$ cat config.mk
export PLATFORM = sky130hd
export DESIGN_NAME = fetch_btb
export DESIGN_NICKNAME = d
export VERILOG_FILES = /design/src/rtl/fetch_btb.sv
export SDC_FILE = /design/constraint.sdc
export NUM_CORES = 1
export LEC_CHECK = 0
export BUFFER_PORTS_ARGS = -buffer_cell sky130_fd_sc_hd__buf_2
export CAP_MARGIN = 20
export CORE_MARGIN = 3
export CORE_UTILIZATION = 50
export CTS_CLUSTER_SIZE = 28
export DETAILED_ROUTE_END_ITERATION = 6
export PLACE_DENSITY_LB_ADDON = 0.12
export SETUP_SLACK_MARGIN = 0.3
export SYNTH_ARGS = -nofsm -noshare
export SYNTH_HDL_FRONTEND = slang
export SYNTH_SLANG_ARGS = --single-unit
$ cat constraint.sdc
create_clock -name clk -period 7.9 [get_ports clk]
set_clock_uncertainty 0.1 [all_clocks]
set_input_delay 0.79 -clock clk [delete_from_list [all_inputs] [get_ports clk]]
set_output_delay 0.79 -clock clk [all_outputs]
set_load 0.03 [all_outputs]
$ cat src/rtl/fetch_btb.sv
// Fetch-stage PC register with a direct-mapped branch target buffer.
// Predicts the next fetch PC every cycle and is trained by branches resolving in EX.
module fetch_btb #(
  parameter int          IM_ADDR_BIT = 10,
  parameter int          BTB_IDX_BIT = 4,
  parameter int unsigned RESET_PC    = 0
) (
  input  logic                   clk,
  input  logic                   rst_n,
  input  logic                   pc_en,
  input  logic                   pc_ld,
  input  logic [IM_ADDR_BIT-1:0] pc_correct,
  input  logic                   upd_valid,
  input  logic [IM_ADDR_BIT-1:0] upd_pc,
  input  logic                   upd_taken,
  input  logic [IM_ADDR_BIT-1:0] upd_target,
  output logic [IM_ADDR_BIT-1:0] if_pc,
  output logic [IM_ADDR_BIT-1:0] if_pc_4,
  output logic [IM_ADDR_BIT-1:0] if_pred_pc,
  output logic                   if_pred_taken
);

  localparam int ENTRIES = 1 << BTB_IDX_BIT;
  localparam int TAG_BIT = IM_ADDR_BIT - BTB_IDX_BIT;
  localparam logic [IM_ADDR_BIT-1:0] RESET_PC_W = IM_ADDR_BIT'(RESET_PC);

  logic [IM_ADDR_BIT-1:0] pc_q, pc_d;

  logic                   valid_q  [ENTRIES];
  logic [TAG_BIT-1:0]     tag_q    [ENTRIES];
  logic [IM_ADDR_BIT-1:0] target_q [ENTRIES];
  logic [1:0]             ctr_q    [ENTRIES];

  logic [BTB_IDX_BIT-1:0] lk_idx;
  logic [TAG_BIT-1:0]     lk_tag;
  logic                   lk_hit;
  logic [IM_ADDR_BIT-1:0] pc_4;
  logic [IM_ADDR_BIT-1:0] pred_pc;
  logic                   pred_taken;

  // Lookup reads only registered state, so no input reaches an output combinationally.
  always_comb begin
    lk_idx     = pc_q[BTB_IDX_BIT-1:0];
    lk_tag     = pc_q[IM_ADDR_BIT-1:BTB_IDX_BIT];
    lk_hit     = valid_q[lk_idx] && (tag_q[lk_idx] == lk_tag);
    pred_taken = lk_hit && ctr_q[lk_idx][1];
    pc_4       = pc_q + IM_ADDR_BIT'(1);
    pred_pc    = pred_taken ? target_q[lk_idx] : pc_4;
  end

  always_comb begin
    pc_d = pred_pc;
    if (pc_ld) begin
      pc_d = pc_correct;
    end else if (!pc_en) begin
      pc_d = pc_q;
    end
  end

  // upd_valid is a one-cycle qualifier with no backpressure: whenever it is high,
  // upd_pc/upd_taken/upd_target are consumed at the next rising edge.
  logic [BTB_IDX_BIT-1:0] up_idx;
  logic [TAG_BIT-1:0]     up_tag;
  logic                   up_hit;
  logic                   wr_en;
  logic [IM_ADDR_BIT-1:0] target_d;
  logic [1:0]             ctr_d;

  always_comb begin
    up_idx   = upd_pc[BTB_IDX_BIT-1:0];
    up_tag   = upd_pc[IM_ADDR_BIT-1:BTB_IDX_BIT];
    up_hit   = valid_q[up_idx] && (tag_q[up_idx] == up_tag);
    wr_en    = 1'b0;
    target_d = target_q[up_idx];
    ctr_d    = ctr_q[up_idx];
    if (upd_valid) begin
      if (up_hit) begin
        wr_en = 1'b1;
        if (upd_taken) begin
          target_d = upd_target;
          ctr_d    = (ctr_q[up_idx] == 2'b11) ? 2'b11 : ctr_q[up_idx] + 2'b01;
        end else begin
          ctr_d    = (ctr_q[up_idx] == 2'b00) ? 2'b00 : ctr_q[up_idx] - 2'b01;
        end
      end else if (upd_taken) begin
        // Allocation overwrites whatever alias occupied this index, weakly taken.
        wr_en    = 1'b1;
        target_d = upd_target;
        ctr_d    = 2'b10;
      end
    end
  end

  always_ff @(posedge clk or negedge rst_n) begin
    if (!rst_n) begin
      pc_q <= RESET_PC_W;
      for (int i = 0; i < ENTRIES; i++) begin
        valid_q[i]  <= 1'b0;
        tag_q[i]    <= '0;
        target_q[i] <= '0;
        ctr_q[i]    <= '0;
      end
    end else begin
      pc_q <= pc_d;
      if (wr_en) begin
        valid_q[up_idx]  <= 1'b1;
        tag_q[up_idx]    <= up_tag;
        target_q[up_idx] <= target_d;
        ctr_q[up_idx]    <= ctr_d;
      end
    end
  end

  assign if_pc         = pc_q;
  assign if_pc_4       = pc_4;
  assign if_pred_pc    = pred_pc;
  assign if_pred_taken = pred_taken;

endmodule

**After elaboration in Yosys (flattened, before gate mapping)**

Index checks and enable logic that the tools add are counted.

- Add/subtract/negate cells: 3
- Multiply operators: 0
- Divide/modulo/power cells: 0
- Order comparisons: 3
- Equality and inequality tests: 3
- Shifts and indexed selects: 0
- Multiplexer cells: 49
- Bitwise logic cells: 3
- Reductions and logical operators: 6

Operators with widths:

| cell | count |
|---|---|
| $bwmux 160 | 1 |
| $mux 10 | 10 |
| $bwmux 96 | 1 |
| $bmux 10 s4 | 2 |
| $bmux 6 s4 | 2 |
| $demux 10 s4 | 1 |
| $bwmux 32 | 1 |
| $mux 6 | 5 |
| $demux 6 s4 | 1 |
| $mux 2 | 11 |
| $bmux 2 s4 | 2 |
| $or 16x16->16 | 1 |
| $eq 6x6->1 | 2 |
| $add 10x1->10 const B | 1 |
| $ge 5x5->1 const B | 2 |
| $not 4->5 | 2 |
| $bmux 1 s4 | 2 |
| $demux 2 s4 | 1 |
| $mux 1 | 8 |
| $lt 5x1->1 const B | 1 |
| $demux 1 s4 | 1 |
| $logic_and 1x1->1 | 4 |
| $add 2x1->2 const B | 1 |
| $eq 2x2->1 const B | 1 |
| other kinds (3) | 3 |

- Flip-flop bits (word level): 314
- Latch bits: 0
- Bits in writable memories: 0
- ROM bits: 0
- Input port bits: 36
- Output and inout bits: 31
- Word-level logic and storage cells: 132
- Memories kept: 0

**Depth between registers and ports, before layout**

- Depth in word-level cells: 10
- Mapped depth: 13
- Mapped depth without buffers: 8

**Worst setup path before layout**

Ideal clock, no wire load.

- Path type: register to output
- Start: register pc_q[1], in the netlist if_pc[1]
- End: output port if_pred_pc[5]
- Arrival time: 3,444 ps
- Data required time: 7,010 ps
- Slack: 3,566 ps
- Cell stages (with the launch flop): 10
- Buffers on the path: 5
- Path through: dfrtp_1 > buf_2 > buf_2 > clkbuf_1 > clkbuf_1 > clkbuf_1 > nand3_1 > nor2_1 > xor2_1 > mux2_2

- Elaborated cells between the ends (all ways): 18
- Classes of those cells: add/sub (1); eq/ne (1); mux (13); bitwise (1); reduce/logical (2)

RTL lines:

| what | RTL line | RTL |
|---|---|---|
| start: declaration | 27 | `logic [IM_ADDR_BIT-1:0] pc_q, pc_d;` |
| start signal: assignment | 104 | `pc_q <= pc_d;` |
| $add 10x1->10 | 47 | `pc_4 = pc_q + IM_ADDR_BIT'(1);` |
| net if_pc_4[5] | 18 | `output logic [IM_ADDR_BIT-1:0] if_pc_4,` |
| $mux 10 | 48 | `pred_pc = pred_taken ? target_q[lk_idx] : pc_4;` |
| end: declaration | 19 | `output logic [IM_ADDR_BIT-1:0] if_pred_pc,` |

The timed path passes the listed nets, and every way through them passes these cells. The select of a mux whose other input is x is not followed.

**Worst setup path after layout**

- Start: register pc_q[0], in the netlist if_pc[0]
- End: output port if_pred_pc[5]

- Longest elaborated chain between the ends: 8
- Elaborated cells between the ends (all ways): 18
- Classes of those cells: add/sub (1); eq/ne (1); mux (13); bitwise (1); reduce/logical (2)

RTL lines:

| what | RTL line | RTL |
|---|---|---|
| $not 4->5 (not written as such) | 45, 46, 48 |  |
| $bmux 6 s4 | 45 | `lk_hit = valid_q[lk_idx] && (tag_q[lk_idx] == lk_tag);` |
| $mux 6 (not written as such) (2 in series) | 45 |  |
| $eq 6x6->1 | 45 |  |
| $logic_and 1x1->1 | 45 |  |
| $logic_and 1x1->1 | 46 | `pred_taken = lk_hit && ctr_q[lk_idx][1];` |
| $mux 10 (*) | 48 |  |

Mark *: on every way between the ends. The rest lies on a longest branch, timed or not. The select of a mux whose other input is x is not followed.

==> flow_metrics.env <==
export IMPL_status="complete, no violations"
export IMPL_finalSetupViolCount=0
export IMPL_hpwl_mm=27.85
export IMPL_grt_ovfl_total=0
export IMPL_synth_main_ff_cell="dfrtp_1"
export IMPL_crit_fanout=28
export IMPL_tns_ns=0
export IMPL_clk_latency_ns=0.52
export IMPL_crit_required_ns=7.01
export IMPL_antenna_cells=0
export IMPL_ctsLongestPathBuffers=3
export IMPL_finalCritPeriodShare_pct=69.38
export IMPL_synth_largest_area_cell="dfrtp_1"
export IMPL_crit_type="flop to primary output"
export IMPL_multi_input_area_um2=8791
export IMPL_cts_tree="yes"
export IMPL_grt_use_total_pct=26.36
export IMPL_ioPinCount=67
export IMPL_hold_class="input port to async pin"
export IMPL_post_route_util_pct=56.11
export IMPL_htree_levels=2
export IMPL_synth_most_common_cell="dfrtp_1"
export IMPL_synthTopCellsByCount="dfrtp_1, mux2_2, mux4_2"
export IMPL_die_w_um=191.3
export IMPL_core_area_um2=33700
export IMPL_synth_top_area_share_pct=45.78
export IMPL_ys_seq_area_share_pct=45.78
export IMPL_postCtsSetupBuffers=0
export IMPL_vdd_ir_drop_worst_uv=218.8
export IMPL_min_period_ns=5.481
export IMPL_arrival_ns=4.59
export IMPL_p_leak_nw=8.507
export IMPL_clock_fmax_mhz=182.5
export IMPL_ctsResizeCount=0
export IMPL_ys_ff_latch=314
export IMPL_wl_per_cell_um=28.21
export IMPL_final_max_slew_viol_count=0
export IMPL_grt_max_degree=128
export IMPL_fillers=2790
export IMPL_synth_cells=1168
export IMPL_start_kind="flop"
export IMPL_drtIter0Drc=777
export IMPL_powerDensity_nw_per_um2=252.2
export IMPL_dp_slack_ns=2.144
export IMPL_grt_pass1_wl_mm=72.13
export IMPL_drv_cap=0
export IMPL_rsz0062_at_grt="no"
export IMPL_syn_cell_area_um2=17160
export IMPL_drive_above_1_share_pct=48.68
export IMPL_drt_pass1_iterations=5
export IMPL_ys_types=54
export IMPL_critPathCaptureType="primary output"
export IMPL_nets=1218
export IMPL_die_height_um=191.3
export IMPL_routed_wl_mm=46.72
export IMPL_num_rows=67
export IMPL_slew_limit_headroom_pct=22.44
export IMPL_cts_made_buffers=36
export IMPL_placed_cell_area_um2=17710
export IMPL_syn_area_per_cell_um2=14.70
export IMPL_hold_worst_slack_ns=0.2246
export IMPL_start_util_pct=50.93
export IMPL_worstMarginPinSlew_ns=1.161
export IMPL_setup_ws_ns=2.419
export IMPL_synth_area_leaders="dfrtp_1, mux2_2, mux4_2"
export IMPL_via_per_inst=6.516
export IMPL_antenna_found_initial=1
export IMPL_gp_congestion=0.8289
export IMPL_root_buffer="clkbuf_16"
export IMPL_drc=0
export IMPL_ant_nets=0
export IMPL_path_clk_slew_ns=0.06
export IMPL_syn_nets=1205
export IMPL_clock_sinks=314
export IMPL_synth_edf_count=0
export IMPL_die_area_um2=36590
export IMPL_grt_pass1_vias=11200
export IMPL_yosys_warnings=0
export IMPL_layout_area_overhead_vs_synth_pct=10.16
export IMPL_detailroute_via_count=10790
export IMPL_io_buffers=66
export IMPL_timing_final_hold_violations=0
export IMPL_final_area_um2=18910
export IMPL_postCtsHoldBufs=0
export IMPL_async_flop_share_pct=100.0
export IMPL_seq_area_um2=7866
state kept, by name (all words and copies together) (netlist names):
signal and flops:
tag_q 96, target_q 160, if_pc 10, ctr_q 32, valid_q 16
cell type report:
| class | instances | share of cell area, % |
|---|---|---|
| clock inverters | 12 | 0.6551 |
| flip-flops and latches | 314 | 41.60 |
| multi-input cells | 741 | 46.49 |
| inverters | 9 | 0.1787 |
| clock buffers | 53 | 5.697 |
| well taps | 448 | 2.965 |
| repair buffers | 79 | 2.409 |
path summary, 6_finish.rpt:
check	from	endpoint	slack [ns]	cells past startpoint
worst max register to register	tag_q[2]	tag_q[7]	3.44	7
max in group asynchronous	rst_n	tag_q[38]	5.90	2
worst max-delay path	if_pc[0]	if_pred_pc[5]	2.42	9
worst min-delay path	rst_n	target_q[94]	0.22	1
worst min register to register	valid_q[4]	valid_q[4]	0.39	1
min in group clk	valid_q[4]	valid_q[4]	0.39	1
critical path, cell delays in order, from the launching register on:
cell	delay [ns]
dfrtp_4	0.76
buf_4	0.54
inv_2	0.25
mux2i_1	0.52
o2bb2ai_1	0.14
nor4_1	0.20
o2111ai_1	0.17
nor2_1	0.80
mux2_2	0.47
buf_2	0.19
cell families (layout without fill, tap and decap cells):
group	Yosys count	in the layout	share of synthesized area, %
AO/OA/AOI/OAI	101	101	4.461
XOR/XNOR	21	21	1.072
adder cells (fa/ha/maj)	2	2	0.1312
buffers and inverters	113	153	3.003
flip-flops	314	314	45.78
multiplexers	495	495	40.84
AND/OR/NAND/NOR	122	122	4.716
metrics by stage:
step,power (mW),std cells
2_1_floorplan,2.785,1168
3_3_place_gp,3.088,1591
3_5_place_dp,3.107,1591
4_1_cts,4.799,1656
5_1_grt,4.982,1656
6_report,4.769,1656
cells in the final DEF, fill, tap and decap left out, types with 8 or more instances in the layout:
cell / synthesis / layout
buf_4: 6 / 14
o21ai_0: 11 / 11
dfrtp_1: 314 / 311
buf_2: 31 / 63
nand3_4: 10 / 10
nand2b_1: 24 / 24
nor2_1: 9 / 9
mux2_2: 292 / 292
a21oi_1: 15 / 15
xnor2_1: 19 / 19
inv_1: 8 / 8
nand2_1: 31 / 31
mux4_2: 135 / 135
clkbuf_1: 45 / 8
mux2i_1: 68 / 68
a22o_1: 20 / 20
o22ai_1: 9 / 9
clkbuf_16: 0 / 38
o221ai_1: 14 / 14
clkinv_2: 0 / 8
power by group:
part / total, mW / internal (mW) / switching, mW
logic: 1.01 / 0.530 / 0.481
registers: 2.07 / 1.85 / 0.224
clock network: 1.68 / 1.01 / 0.670
per-layer routing:
metal / vias to the layer above / wire length, um / GRT usage, %
met5: - / 13 / 0
met1: 5818 / 20390 / 37.49
li1: 4538 / - / -
met2: 353 / 21970 / 41.73
met3: 80 / 3237 / 5.795
met4: 2 / 1114 / 6.463
Power figures use the tool's default switching activity.
